**config.mk**
```make
export PLATFORM = sky130hd
export DESIGN_NAME = ex_muldiv_unit
export DESIGN_NICKNAME = d
export VERILOG_FILES = /design/src/rtl/ex_muldiv_unit.sv
export SDC_FILE = /design/constraint.sdc
export NUM_CORES = 1
export LEC_CHECK = 0
export CORE_MARGIN = 10
export CORE_UTILIZATION = 51
export CTS_CLUSTER_SIZE = 10
export DETAILED_ROUTE_END_ITERATION = 8
export GPL_TIMING_DRIVEN = 0
export PLACE_DENSITY = 0.75
export SYNTH_ARGS = -nofsm -noshare
export SYNTH_HDL_FRONTEND = slang
export SYNTH_SLANG_ARGS = --single-unit
```
**constraint.sdc**
```tcl
create_clock -name Clk -period 13.1 [get_ports Clk]
set_input_delay 1.965 -clock Clk [delete_from_list [all_inputs] [get_ports Clk]]
set_output_delay 1.965 -clock Clk [all_outputs]
set_load 0.1 [all_outputs]
```
**src/rtl/ex_muldiv_unit.sv**
```systemverilog
// Iterative 32-cycle multiply/divide unit for the EX stage, owning the HI/LO registers.
// Shift-add multiply and restoring divide share one double-width accumulator.
module ex_muldiv_unit #(
  parameter int WIDTH = 32,
  parameter int CNT_W = 5
) (
  input  logic             Clk,
  input  logic             Reset,
  input  logic             Start,
  input  logic [1:0]       Op,
  input  logic [WIDTH-1:0] OperandA,
  input  logic [WIDTH-1:0] OperandB,
  input  logic             Flush,
  input  logic             HiWrite,
  input  logic             LoWrite,
  input  logic [WIDTH-1:0] WriteData,
  output logic             Busy,
  output logic             StallReq,
  output logic             Done,
  output logic [WIDTH-1:0] HiOut,
  output logic [WIDTH-1:0] LoOut
);

  typedef enum logic [1:0] {IDLE, CALC, FIX} state_t;

  state_t               state;
  logic [CNT_W-1:0]     cnt;
  logic [2*WIDTH-1:0]   acc;
  logic [WIDTH-1:0]     mag_a;
  logic [WIDTH-1:0]     mag_b;
  logic [WIDTH-1:0]     orig_a;
  logic                 sign_a;
  logic                 sign_b;
  logic                 op_div;

  logic                 in_neg_a;
  logic                 in_neg_b;
  logic [WIDTH-1:0]     in_mag_a;
  logic [WIDTH-1:0]     in_mag_b;
  logic [WIDTH:0]       sum;
  logic [WIDTH:0]       rem_sh;
  logic [WIDTH:0]       diff;
  logic [2*WIDTH-1:0]   step;
  logic [2*WIDTH-1:0]   prod;
  logic [WIDTH-1:0]     quo;
  logic [WIDTH-1:0]     rem;
  logic [WIDTH-1:0]     res_hi;
  logic [WIDTH-1:0]     res_lo;

  assign Busy     = (state != IDLE);
  assign StallReq = Busy | (Start & (state == IDLE) & ~Flush);

  // Unsigned ops (Op[0]=1) take raw operands with no sign handling.
  always_comb begin
    in_neg_a = ~Op[0] & OperandA[WIDTH-1];
    in_neg_b = ~Op[0] & OperandB[WIDTH-1];
    in_mag_a = in_neg_a ? -OperandA : OperandA;
    in_mag_b = in_neg_b ? -OperandB : OperandB;
  end

  // Multiply: {hi,lo} with multiplier in lo, add into hi then shift right.
  // Divide: {rem,quo} shifted left, trial subtract restores on borrow.
  always_comb begin
    sum    = {1'b0, acc[2*WIDTH-1:WIDTH]} + (acc[0] ? {1'b0, mag_a} : '0);
    rem_sh = acc[2*WIDTH-1:WIDTH-1];
    diff   = rem_sh - {1'b0, mag_b};
    step   = '0;
    if (op_div) begin
      if (diff[WIDTH]) step = {acc[2*WIDTH-2:0], 1'b0};
      else             step = {diff[WIDTH-1:0], acc[WIDTH-2:0], 1'b1};
    end else begin
      step = {sum, acc[WIDTH-1:1]};
    end
  end

  always_comb begin
    prod   = (sign_a ^ sign_b) ? -acc : acc;
    quo    = (sign_a ^ sign_b) ? -acc[WIDTH-1:0] : acc[WIDTH-1:0];
    rem    = sign_a ? -acc[2*WIDTH-1:WIDTH] : acc[2*WIDTH-1:WIDTH];
    res_hi = prod[2*WIDTH-1:WIDTH];
    res_lo = prod[WIDTH-1:0];
    if (op_div) begin
      if (mag_b == '0) begin
        res_hi = orig_a;
        res_lo = '1;
      end else begin
        res_hi = rem;
        res_lo = quo;
      end
    end
  end

  always_ff @(posedge Clk or posedge Reset) begin
    if (Reset) begin
      state  <= IDLE;
      cnt    <= '0;
      acc    <= '0;
      mag_a  <= '0;
      mag_b  <= '0;
      orig_a <= '0;
      sign_a <= 1'b0;
      sign_b <= 1'b0;
      op_div <= 1'b0;
      HiOut  <= '0;
      LoOut  <= '0;
      Done   <= 1'b0;
    end else begin
      Done <= 1'b0;
      case (state)
        IDLE: begin
          if (HiWrite) HiOut <= WriteData;
          if (LoWrite) LoOut <= WriteData;
          if (Start && !Flush) begin
            state  <= CALC;
            cnt    <= '1;
            op_div <= Op[1];
            mag_a  <= in_mag_a;
            mag_b  <= in_mag_b;
            sign_a <= in_neg_a;
            sign_b <= in_neg_b;
            orig_a <= OperandA;
            acc    <= Op[1] ? {{WIDTH{1'b0}}, in_mag_a} : {{WIDTH{1'b0}}, in_mag_b};
          end
        end
        CALC: begin
          if (Flush) begin
            state <= IDLE;
          end else begin
            acc <= step;
            cnt <= cnt - 1'b1;
            if (cnt == '0) state <= FIX;
          end
        end
        FIX: begin
          state <= IDLE;
          if (!Flush) begin
            HiOut <= res_hi;
            LoOut <= res_lo;
            Done  <= 1'b1;
          end
        end
        default: state <= IDLE;
      endcase
    end
  end

endmodule

```
==> impl_metrics.env, run 1 <==
export IMPL_outcome="finished clean"
export IMPL_power_leakage_nw=9.10
export IMPL_synth_cells=2300
export IMPL_synthSimpleGateAreaFrac=0.194
export IMPL_die_w_um=208
export IMPL_tritoncts_clock_tree="built"
export IMPL_globalplace_congestion=1.05
export IMPL_clk_pin_slew_ps=50
export IMPL_rsz0062_at_grt="false"
export IMPL_design_final_nets=2676
export IMPL_clock_sink_count=234
export IMPL_crit_fanout=3
export IMPL_synth_seq_cells=234
export IMPL_timing_critical_path_required_ps=11140
export IMPL_critPathSlowestCell="sky130_fd_sc_hd__clkdlybuf4s50_1"
export IMPL_finish_cell_count_without_fillers=2968
export IMPL_routed_wl_um=81200
export IMPL_min_period_over_period=0.434
export IMPL_design_core_area_um2=34700
export IMPL_route_detailed_wl_per_inst_um=27.4
export IMPL_cp_buffers_inverters=2
export IMPL_drt_antenna_violating_nets=0
export IMPL_fillerInstances=3167
export IMPL_finalSetupViolCount=0
export IMPL_detailed_place_area_um2=20300
export IMPL_tritoncts_num_buffers=29
export IMPL_final_critical_path_setup_slack_ps=7410
export IMPL_synth_mux_area_frac=0.0482
export IMPL_clock_tree_htree_level_count=1
export IMPL_whs_ps=470
export IMPL_ys_dominant_reg_cell="sky130_fd_sc_hd__dfrtp_1"
export IMPL_fraction_of_final_layout_cells_sized_beyond_drive_strength_1=0.0247
export IMPL_largest_family_of_logic_cells_by_synthesized_area="compound AO/OA/AOI/OAI gates"
export IMPL_post_cts_buffers=0
export IMPL_power_total_mw=4.56
export IMPL_grt_remaining_overflow=0
export IMPL_syn_mean_instance_area_um2=7.83
export IMPL_worst_setup_path_start_kind="input port"
export IMPL_dr_iter_0_viols=2434
export IMPL_layout_cell_area_non_filler_um2=21200
export IMPL_tightestPinTransition_ps=1230
export IMPL_vias_in_the_first_global_route=18743
export IMPL_post_synth_instance_area_um2=18000
export IMPL_relSlewSlack=0.173
export IMPL_setup_tns_final_ps=0
export IMPL_post_synthesis_xor_xnor_area_fraction=0.0919
export IMPL_crit_path_end_kind="output port"
export IMPL_row_count=68
export IMPL_grt_max_degree=121
export IMPL_path_class="in2out"
export IMPL_cpPeakStageDelay_ps=1130
export IMPL_slew_violations=0
export IMPL_synth_enable_flop_cells=0
export IMPL_postSynthNetCount=2476
export IMPL_path_common_cell="sky130_fd_sc_hd__clkdlybuf4s50_1"
export IMPL_crit_family="buffers and inverters"
export IMPL_boundaryPins=171
export IMPL_globalRouteTotalUtil=0.358
export IMPL_detailedRoute_firstPassIterationCount=6
export IMPL_ys_seq_area_frac=0.325
export IMPL_vias_per_cell=6.58
export IMPL_die_area_um2=43200
export IMPL_netlist_cell_type_count=70
export IMPL_cts_hold_buffers_added=0
export IMPL_floorplan_die_height_um=208
export IMPL_route_detailed_drc=0
export IMPL_portBuffers=168
export IMPL_synth_async_sr_flop_share=1.00
export IMPL_hold_crit_class="reg2reg"
export IMPL_maxCapViolCount=0
export IMPL_critical_path_cell_sequence="clkdlybuf4s50_1, nand2b_1, nand2_1, clkdlybuf4s50_1"
export IMPL_place_hpwl_um=65000
export IMPL_synth_compound_area_share=0.239
export IMPL_grt_antenna_before_repair=2
export IMPL_yosys_area_share_adder=0.0509
export IMPL_routed_via_count=19517
export IMPL_maximum_resistive_drop_on_vdd_mv=0.153
export IMPL_worst_clock_skew_ps=12.4
export IMPL_power_per_cell_area_nw_per_um2=216
export IMPL_report_final_hold_viol_count=0
export IMPL_grt_first_pass_wirelength_um=120000
export IMPL_area_delta_synth_final_pct=17.5
export IMPL_max_freq_ghz=0.176
export IMPL_yosys_warn_count=0
export IMPL_cp_data_arrival_time_ps=3730
export IMPL_utilization=0.610
export IMPL_clkLatencyLatePin_ps=570
export IMPL_final_min_clock_period_ps=5690
export IMPL_cts_root_to_sink_buffers=3
export IMPL_place_worst_setup_slack_ps=7370
export IMPL_post_place_cells=2924
export IMPL_initial_core_util=0.519
export IMPL_postCtsResizedCells=0
export IMPL_antennaDiodeCount=0
export IMPL_clock_tree_root_cell="sky130_fd_sc_hd__clkbuf_16"
==> state kept, by name, summed over array words and instances (netlist names) <==
signal / flops
acc: 64
HiOut: 32
LoOut: 32
mag_a: 32
mag_b: 32
orig_a: 31
cnt: 5
state: 2
Done: 1
op_div: 1
sign_a: 1
sign_b: 1
==> metal layers <==
| metal | GRT usage | wire (µm) |
|---|---|---|
| met5 | 0 | 0 |
| met2 | 0.526 | 34300 |
| met1 | 0.490 | 33700 |
| met4 | 0.146 | 3520 |
| met3 | 0.0924 | 9640 |
==> final timing paths <==
check | start | to | slack (ps) | cells past startpoint
setup reg to reg | acc[0] | HiOut[0] | 7970 | 12
min in group asynchronous | Reset | LoOut[21] | 1970 | 2
hold / removal | mag_a[8] | mag_a[8] | 470 | 2
max in group asynchronous | Reset | mag_b[9] | 9950 | 3
hold reg to reg | mag_a[8] | mag_a[8] | 470 | 2
setup / recovery | Start | StallReq | 7410 | 4
==> where the power goes <==
part | internal [mW] | switching [mW]
registers | 0.893 | 0.241
clock network | 0.446 | 0.316
logic | 0.889 | 1.78
==> cell type report <==
type	instances	area, µm²	area share
timing repair buffer	169	1710	0.0808
sequential	234	5860	0.277
clock buffer	40	817	0.0386
multi-input combinational	1828	11200	0.531
tap	455	569	0.0269
inverter	79	304	0.0144
clock inverter	4	48.8	0.00231
buffer	159	614	0.0290
==> cell families (layout without fill, tap and decap cells) <==
group	count (synthesis)	after routing
flops	234	234
buf+inv	238	451
fa+ha+maj	72	72
simple gates	761	761
xor+xnor	189	189
mux	86	86
compound gates	720	720
==> cell usage after synthesis, drive strengths merged (9+ instances only) <==
cell | count | area (µm²)
nor2b | 12 | 75.1
nor3 | 40 | 200
nor4 | 35 | 225
a211oi | 16 | 120
o21ai | 274 | 1370
a21oi | 189 | 946
and3 | 17 | 106
mux2i | 80 | 801
xor2 | 86 | 753
o211ai | 20 | 150
o31ai | 32 | 240
nor2 | 168 | 631
inv | 78 | 293
o22ai | 30 | 188
a21o | 26 | 195
clkbuf | 144 | 541
o21a | 9 | 67.6
ha | 70 | 876
nand2 | 330 | 1240
nand3 | 36 | 180
a22oi | 19 | 143
buf | 15 | 73.8
a31oi | 18 | 113
o41ai | 9 | 86.3
dfrtp | 234 | 5860
and2 | 34 | 213
or3 | 20 | 125
nand2b | 15 | 93.8
o21bai | 12 | 90.1
a221o | 10 | 100
nand4 | 20 | 125
or4 | 15 | 120
xnor2 | 103 | 902
==> cells in the final DEF, fill, tap and decap left out, types with 40 or more instances in the layout <==
cell type	synthesis	routed
sky130_fd_sc_hd__clkdlybuf4s50_1	0	168
sky130_fd_sc_hd__a21oi_1	189	189
sky130_fd_sc_hd__nor2_1	168	168
sky130_fd_sc_hd__nand2_1	330	330
sky130_fd_sc_hd__inv_1	78	77
sky130_fd_sc_hd__xnor2_1	103	103
sky130_fd_sc_hd__ha_1	70	70
sky130_fd_sc_hd__nor3_1	40	40
sky130_fd_sc_hd__mux2i_1	80	80
sky130_fd_sc_hd__clkbuf_1	144	150
sky130_fd_sc_hd__o21ai_0	272	272
sky130_fd_sc_hd__dfrtp_1	234	234
sky130_fd_sc_hd__xor2_1	86	86
==> worst min-delay path: cells and delay by family (launching register included) <==
family	cells	cell delay [ps]
AOI/OAI and AO/OA	1	60
DFF	1	330
and+or+nand+nor	1	40
(Power assumes the default switching activity.)
==> run 2: changes to the inputs <==
--- a/config.mk
+++ b/config.mk
@@ -10,7 +10,7 @@
 export CTS_CLUSTER_SIZE = 10
 export DETAILED_ROUTE_END_ITERATION = 8
 export GPL_TIMING_DRIVEN = 0
-export PLACE_DENSITY = 0.75
+export PLACE_DENSITY = 0.78
 export SYNTH_ARGS = -nofsm -noshare
 export SYNTH_HDL_FRONTEND = slang
 export SYNTH_SLANG_ARGS = --single-unit
==> constraint.sdc (replaced) <==
create_clock -name Clk -period 4.6 [get_ports Clk]
set_input_delay 0.69 -clock Clk [delete_from_list [all_inputs] [get_ports Clk]]
set_output_delay 0.69 -clock Clk [all_outputs]
set_load 0.1 [all_outputs]
==> impl_metrics.env, run 2 (synthesized netlist as in run 1, its figures left out) <==
export IMPL_detailedRoute_firstPassIterationCount=8
export IMPL_grt_first_pass_wirelength_um=117000
export IMPL_cts_root_to_sink_buffers=3
export IMPL_routed_via_count=19456
export IMPL_regToRegEndpoint="HiOut[30]"
export IMPL_whs_ps=473
export IMPL_dr_iter_0_viols=2189
export IMPL_rsz0062_at_grt="false"
export IMPL_place_hpwl_um=64500
export IMPL_relSlewSlack=0.200
export IMPL_registers_top_by_ff_count="acc"
export IMPL_worst_clock_skew_ps=18.5
export IMPL_setup_tns_final_ps=0
export IMPL_design_core_area_um2=34700
export IMPL_grt_remaining_overflow=0
export IMPL_die_w_um=208
export IMPL_clk_pin_slew_ps=60
export IMPL_clkLatencyLatePin_ps=570
export IMPL_maximum_resistive_drop_on_vdd_mv=0.395
export IMPL_critical_path_endpoint="HiOut[30]"
export IMPL_grt_max_degree=41
export IMPL_antennaDiodeCount=0
export IMPL_max_freq_ghz=0.230
export IMPL_boundaryPins=171
export IMPL_clock_sink_count=234
export IMPL_path_common_cell="sky130_fd_sc_hd__o21ai_0"
export IMPL_globalRouteTotalUtil=0.350
export IMPL_design_final_nets=2681
export IMPL_hold_crit_class="reg2reg"
export IMPL_portBuffers=168
export IMPL_launch_instance_of_the_worst_register_to_register_path="acc[32]"
export IMPL_report_final_hold_viol_count=0
export IMPL_cts_hold_buffers_added=0
export IMPL_cp_data_arrival_time_ps=4780
export IMPL_crit_family="simple AND/OR/NAND/NOR gates"
export IMPL_tightestPinTransition_ps=1180
export IMPL_timing_critical_path_required_ps=5030
export IMPL_maxCapViolCount=0
export IMPL_routed_wl_um=80200
export IMPL_power_per_cell_area_nw_per_um2=604
export IMPL_floorplan_die_height_um=208
export IMPL_vias_in_the_first_global_route=18451
export IMPL_row_count=68
export IMPL_utilization=0.611
export IMPL_power_leakage_nw=9.12
export IMPL_grt_antenna_before_repair=0
export IMPL_worstSetupPathDepth=12
export IMPL_tritoncts_num_buffers=28
export IMPL_outcome="finished clean"
export IMPL_area_delta_synth_final_pct=17.7
export IMPL_slew_violations=0
export IMPL_initial_core_util=0.519
export IMPL_multi_input_comb_area_um2=11200
export IMPL_worst_r2r_cell_count=12
export IMPL_critPathSlowestCell="sky130_fd_sc_hd__nor4_1"
export IMPL_clock_tree_htree_level_count=1
export IMPL_vias_per_cell=6.56
export IMPL_crit_path_from="acc[32]"
export IMPL_final_common_cell="sky130_fd_sc_hd__nand2_1"
export IMPL_finalSetupViolCount=0
export IMPL_rrSetupSlack_ps=260
export IMPL_route_detailed_wl_per_inst_um=27.0
export IMPL_fillerInstances=3090
export IMPL_die_area_um2=43200
export IMPL_critical_path_cell_sequence="inv_1, ha_1, nor3b_1, nand3_1, or2_2, clkbuf_1, nor4_1, a211o_1, o31a_1, o21ai_0, a21oi_1, o21ai_0"
export IMPL_worst_setup_path_start_kind="flip-flop"
export IMPL_fraction_of_final_layout_cells_sized_beyond_drive_strength_1=0.0263
export IMPL_path_class="reg2reg"
export IMPL_route_detailed_drc=0
export IMPL_power_total_mw=12.8
export IMPL_cp_buffers_inverters=2
export IMPL_crit_fanout=9
export IMPL_cpPeakStageDelay_ps=730
export IMPL_area_taken_by_flip_flops_and_latches_um2=5860
export IMPL_mostFrequentLayoutCells="sky130_fd_sc_hd__nand2_1, sky130_fd_sc_hd__o21ai_0, sky130_fd_sc_hd__dfrtp_1"
export IMPL_detailed_place_area_um2=20400
export IMPL_min_period_over_period=0.944
export IMPL_layout_cell_area_non_filler_um2=21200
export IMPL_final_min_clock_period_ps=4340
export IMPL_clock_tree_root_cell="sky130_fd_sc_hd__clkbuf_16"
export IMPL_drt_antenna_violating_nets=0
export IMPL_number_of_flip_flops_under_the_largest_register_name=64
export IMPL_crit_path_end_kind="flip-flop"
export IMPL_globalplace_congestion=1.04
export IMPL_tritoncts_clock_tree="built"
## run 2: tightest hold or removal path, cell delays in order, from the launching register on
cell,delay (ps)
sky130_fd_sc_hd__dfrtp_1,330
sky130_fd_sc_hd__nand2_1,50
sky130_fd_sc_hd__o21ai_0,60
## run 2: power by group
part / switching (mW) / internal, mW / leakage (nW) / total, mW
Clock: 0.853 / 1.16 / 0.391 / 2.02
Sequential: 0.721 / 2.54 / 2.88 / 3.26
Combinational: 4.98 / 2.54 / 5.85 / 7.52
Total: 6.56 / 6.24 / 9.12 / 12.8
## run 2: worst min-delay path by stage
stage | cells past startpoint | startpoint | slack [ps] | end
6_report | 2 | mag_a[10] | 470 | mag_a[10]
5_1_grt | 2 | mag_a[10] | 490 | mag_a[10]
4_1_cts | 2 | mag_a[10] | 480 | mag_a[10]
3_3_place_gp | 2 | mag_a[31] | 450 | mag_a[31]
3_5_place_dp | 2 | mag_a[10] | 470 | mag_a[10]
2_1_floorplan | 2 | orig_a[10] | 440 | orig_a[10]
## run 2: metal layers
| metal | track usage | wire length [µm] | up-vias |
|---|---|---|---|
| met5 | 0 | 0 | - |
| met4 | 0.133 | 3190 | 0 |
| met3 | 0.102 | 9560 | 201 |
| met2 | 0.521 | 34300 | 1264 |
| met1 | 0.470 | 33200 | 9398 |
| li1 | - | - | 8593 |
## run 2: metrics by stage
| step | setup slack, ps | cells |
|---|---|---|
| after CTS | 100 | 2968 |
| final | 257 | 2968 |
| after floorplan | 846 | 2300 |
| after global routing | 15.4 | 2968 |
| after global placement | -969 | 2923 |
| after detailed placement | -646 | 2929 |
## run 2: cell type report
type	instances	share of cell area
clock buffers	36	0.0369
clock inverters	2	0.000472
inverters	79	0.0142
plain buffers	158	0.0288
repair buffers	176	0.0857
well taps	455	0.0269
multi-input cells	1828	0.531
flip-flops and latches	234	0.276
## run 2: timing repair
item                                    in CTS  in global routing
buffers inserted                             2                  0
endpoints found under the setup margin      20                  7
pin swaps                                    1                  0
gates resized for setup                      1                  2
